`src/rtl/mem_arb_pkg.sv`:
```
// Shared definitions for the fetch/data RAM arbiter: default sizes and the
// encoding of the registered read-source tag.
package mem_arb_pkg;

    localparam int unsigned RamAwDefault     = 12;
    localparam int unsigned StarveMaxDefault = 4;

    typedef enum logic [1:0] {
        SrcNone  = 2'd0,
        SrcInstr = 2'd1,
        SrcData  = 2'd2
    } src_e;

endpackage

```
`src/rtl/mem_arb.sv`:
```
// Arbitrates one external single-port RAM between a fetch port and a data port.
// Data wins by default; a saturating counter hands the slot to fetch after STARVE_MAX data wins.
module mem_arb
    import mem_arb_pkg::*;
#(
    parameter int unsigned RAM_AW     = RamAwDefault,
    parameter int unsigned STARVE_MAX = StarveMaxDefault
) (
    input  logic              clk,
    input  logic              rst,
    input  logic              i_req,
    input  logic [31:0]       i_addr,
    output logic              i_gnt,
    output logic              i_rvalid,
    output logic [31:0]       i_rdata,
    input  logic              d_req,
    input  logic              d_we,
    input  logic [3:0]        d_be,
    input  logic [31:0]       d_addr,
    input  logic [31:0]       d_wdata,
    output logic              d_gnt,
    output logic              d_rvalid,
    output logic [31:0]       d_rdata,
    output logic              ram_en,
    output logic [3:0]        ram_we,
    output logic [RAM_AW-1:0] ram_addr,
    output logic [31:0]       ram_wdata,
    input  logic [31:0]       ram_rdata
);

    localparam int unsigned CntW = (STARVE_MAX < 1) ? 1 : $clog2(STARVE_MAX + 1);
    localparam logic [CntW-1:0] StarveLim = CntW'(STARVE_MAX);

    logic [CntW-1:0] starve_q, starve_d;
    src_e            tag_q, tag_d;
    logic [31:0]     i_rdata_q, i_rdata_d;
    logic [31:0]     d_rdata_q, d_rdata_d;

    // Word addressing only: byte offset and bits above the RAM are dropped.
    logic unused_addr_bits;
    assign unused_addr_bits = ^{i_addr[31:RAM_AW+2], i_addr[1:0],
                                d_addr[31:RAM_AW+2], d_addr[1:0]};

    always_comb begin
        i_gnt     = 1'b0;
        d_gnt     = 1'b0;
        tag_d     = SrcNone;
        ram_en    = 1'b0;
        ram_we    = 4'b0000;
        ram_addr  = '0;
        ram_wdata = d_wdata;

        if (!rst) begin
            if (d_req && !(i_req && (starve_q == StarveLim))) begin
                d_gnt = 1'b1;
            end else if (i_req) begin
                i_gnt = 1'b1;
            end
        end

        if (d_gnt) begin
            ram_en   = 1'b1;
            ram_addr = d_addr[RAM_AW+1:2];
            if (d_we) begin
                ram_we = d_be;
            end else begin
                tag_d = SrcData;
            end
        end else if (i_gnt) begin
            ram_en   = 1'b1;
            ram_addr = i_addr[RAM_AW+1:2];
            tag_d    = SrcInstr;
        end
    end

    always_comb begin
        starve_d = starve_q;
        if (rst || i_gnt || !i_req) begin
            starve_d = '0;
        end else if (d_gnt && (starve_q != StarveLim)) begin
            starve_d = starve_q + 1'b1;
        end
    end

    // Read data passes straight through in the rvalid cycle and is held afterwards.
    always_comb begin
        i_rvalid  = !rst && (tag_q == SrcInstr);
        d_rvalid  = !rst && (tag_q == SrcData);
        i_rdata_d = i_rvalid ? ram_rdata : i_rdata_q;
        d_rdata_d = d_rvalid ? ram_rdata : d_rdata_q;
        i_rdata   = rst ? 32'h0 : i_rdata_d;
        d_rdata   = rst ? 32'h0 : d_rdata_d;
    end

    always_ff @(posedge clk) begin
        if (rst) begin
            starve_q  <= '0;
            tag_q     <= SrcNone;
            i_rdata_q <= 32'h0;
            d_rdata_q <= 32'h0;
        end else begin
            starve_q  <= starve_d;
            tag_q     <= tag_d;
            i_rdata_q <= i_rdata_d;
            d_rdata_q <= d_rdata_d;
        end
    end

endmodule

```
`config.mk`:
```
export PLATFORM = sky130hd
export DESIGN_NAME = mem_arb
export DESIGN_NICKNAME = d
export VERILOG_FILES = /design/src/rtl/mem_arb_pkg.sv /design/src/rtl/mem_arb.sv
export SDC_FILE = /design/constraint.sdc
export NUM_CORES = 1
export LEC_CHECK = 0
export ABC_AREA = 1
export BUFFER_PORTS_ARGS = -buffer_cell sky130_fd_sc_hd__buf_2
export CORE_ASPECT_RATIO = 0.9
export CORE_MARGIN = 5
export CORE_UTILIZATION = 35
export CTS_BUF_LIST = sky130_fd_sc_hd__clkbuf_8
export CTS_CLUSTER_DIAMETER = 200
export DETAILED_ROUTE_END_ITERATION = 10
export GPL_ROUTABILITY_DRIVEN = 0
export GPL_TIMING_DRIVEN = 0
export PLACE_DENSITY = 0.76
export SYNTH_ARGS = -nofsm -noshare
export SYNTH_HDL_FRONTEND = slang
export SYNTH_SLANG_ARGS = --single-unit
export TNS_END_PERCENT = 10
```
`constraint.sdc`:
```
create_clock -name clk -period 2.75 [get_ports clk]
set_input_delay 0.55 -clock clk [delete_from_list [all_inputs] [get_ports clk]]
set_output_delay 0.55 -clock clk [all_outputs]
set_load 0.01 [all_outputs]
```
==> run metrics <==
crit path max-delay cell type=dfxtp_1; clk_lat worst skew=0.34 ns; WL per Instance=roughly 13 microns; run status=finished clean; Post-CTS Hold Fix Bufs=0; Worst setup EP type=output pin; # rows=31; EDFF count, synth=0; Num CTS Buffers=9; Yosys Warn Count=0; vias=3037; clock slew at reported path FFs=0.07 ns; Die Wd=105.3 microns; Vias/cell=4.553; fin cells=667; CP Cell Sequence=inv_1, ha_1, nand3_2, nand2_2, nand2_2, inv_2, buf_6, nand2_1, nand2_1, buf_2; FFs w/ async S/R, synth=0%; dpl hpwl=7082 microns; area leader, netlist=dfxtp_1; Crit Path Max Fanout=10; H-Tree Depth=3; Mean Syn Cell Area=7.706 sq um; post-synthesis cell area=2859 sq um; power per cell area=542.5 nW/um^2; largest net degree at the start of global routing=12; DR iter-0 viols=77; Final setup viols=0; worst-margin pin slew=0.5056 ns; dpl cells=651; Layout Nets=about 700; postcts setup bufs=0; CTS tree=done; most frequent cell after synthesis=dfxtp_1; Top Ports=254; library cells used by synthesis=22; drt drc=0; slack of the worst reg-to-reg path=around 1.4 ns; # fillers=approximately 760; number of detailed-route iterations in the first pass=4; worst setup path category=reg2out; Post-synth top flop=dfxtp_1; CTS Buffer Depth=2; initial antenna violation count=0; RSZ-0062 raised after global routing=false; P&R area growth vs syn=42.76%; CORE AREA=7990 sq um; largest cells by area after synthesis=dfxtp_1 (48%), o21ai_0 (9.5%), buf_4 (8.7%); Seq/Total Area, Yosys=48.32%; post-synthesis net count=510; first-pass GRT wire length=13560 microns; fin crit share=85.05%; die area=a little over 10000 sq um; starting density of the core=between 30% and 40%; Buf/Inv on CP=4; Seq cells post-synth=69; Worst Skew=about 0.007 ns; I/O Buffers=181; relative slew slack=66.29%; Cells after Synth=371; Synth top area share=around 48%; final wirelength=8896 microns; LEAKAGE=2.339 nW; synth cell count leaders=dfxtp_1 (69), o21ai_0 (54), a21oi_1 (49); antenna cells=0; Tmin final=2.339 ns; number of global-route vias before repair=2929; kind of cell adding the most delay to the critical path=simple AND/OR/NAND/NOR gates; Hold Crit Class=in2reg; setup TNS=0 ns; GR Overflow Total=0; Max VDD drop=218.1 uV; height of the die=95.74 microns; gr usage total=16.59%; hold violation count in the final report=0; Sink Count=69; Root Driver=clkbuf_8; Final ANT Viol Nets=0; max frequency=between 400 and 500 MHz; post-CTS sizing=0; Max Slew Vio Count=0; layout cells sized above 1=44.54%; CP Data Arrival Time=1.79 ns; Maximum Capacitance Violations=0; Critical Path Max Stage Delay=about 0.32 ns; critical path launch point type=register; CP required=2.20 ns
## layout make-up
type	instances	area, sq um	area share [%]
Buffer	52	351.6	8.614
Clock buffer	10	137.6	3.372
Clock inverter	6	55.05	1.349
Inverter	35	131.4	3.219
Multi-Input combinational cell	215	994.7	24.37
Sequential cell	69	1381	33.84
Tap cell	99	123.9	3.035
Timing Repair Buffer	181	905.9	22.20
## power by group
group,switching (mW),internal [mW],total [mW]
clock,0.359,0.434,0.793
combinational,0.201,0.162,0.362
sequential,0.0112,1.05,1.06
total,0.571,1.64,2.21
## metal layers
layer	GRT usage (%)	up-vias	share of wire (%)
met5	0	-	0
met4	5.751	0	1.1
met3	5.231	10	10
met2	29.38	154	48
met1	18.98	1335	41
li1	-	1538	-
## placed cells by master (no fill, tap or decap), drive strengths merged
cell type	instances
buf	229
dfxtp	69
o21ai	63
nand2	50
a21oi	49
nor2	47
inv	36
clkbuf	14
clkinv	3
ha	2
nand3	2
xor2	1
nand4	1
clkinvlp	1
bufinv	1
## worst paths after layout
kind | start | cells after the start | to
min reg2reg | d_rdata_q[31] | 2 | d_rdata_q[31]
max reg2reg | tag_q[1] | 4 | d_rdata_q[19]
max | starve_q[0] | 10 | ram_addr[5]
min | d_we | 2 | tag_q[1]
## metrics by stage
step | setup WS (ns) | hold slack (ns) | cell area [sq um] | power [mW] | util (%)
floorplan | 1.006 | 0.4954 | 2859 | 1.277 | -
global placement | 0.6051 | 0.4621 | 3889 | 1.439 | 48.67
detailed placement | 0.6052 | 0.4627 | 3889 | 1.447 | 48.67
CTS | 0.3695 | 0.4284 | 4081 | 2.243 | 51.08
global route | 0.2731 | 0.4650 | 4081 | 2.323 | 51.08
finish | 0.4110 | 0.4461 | 4081 | 2.214 | 51.08
## flip-flops by register name, summed over array words and instances (netlist names)
register	cells
tag_q	2
starve_q	3
i_rdata_q	32
d_rdata_q	32
## kinds of logic (layout without fill, tap and decap cells)
logic type | after synthesis | count (layout) | synth area share (%)
buffers and inverters | 87 | 284 | 16.89
adders and majority gates | 2 | 2 | 0.8751
AOI/OAI and AO/OA | 112 | 112 | 19.61
DFF | 69 | 69 | 48.31
xor gates and xnor gates | 1 | 1 | 0.3064
and+or+nand+nor | 100 | 100 | 14.00
Note: power is estimated with default switching activity, not from simulation.
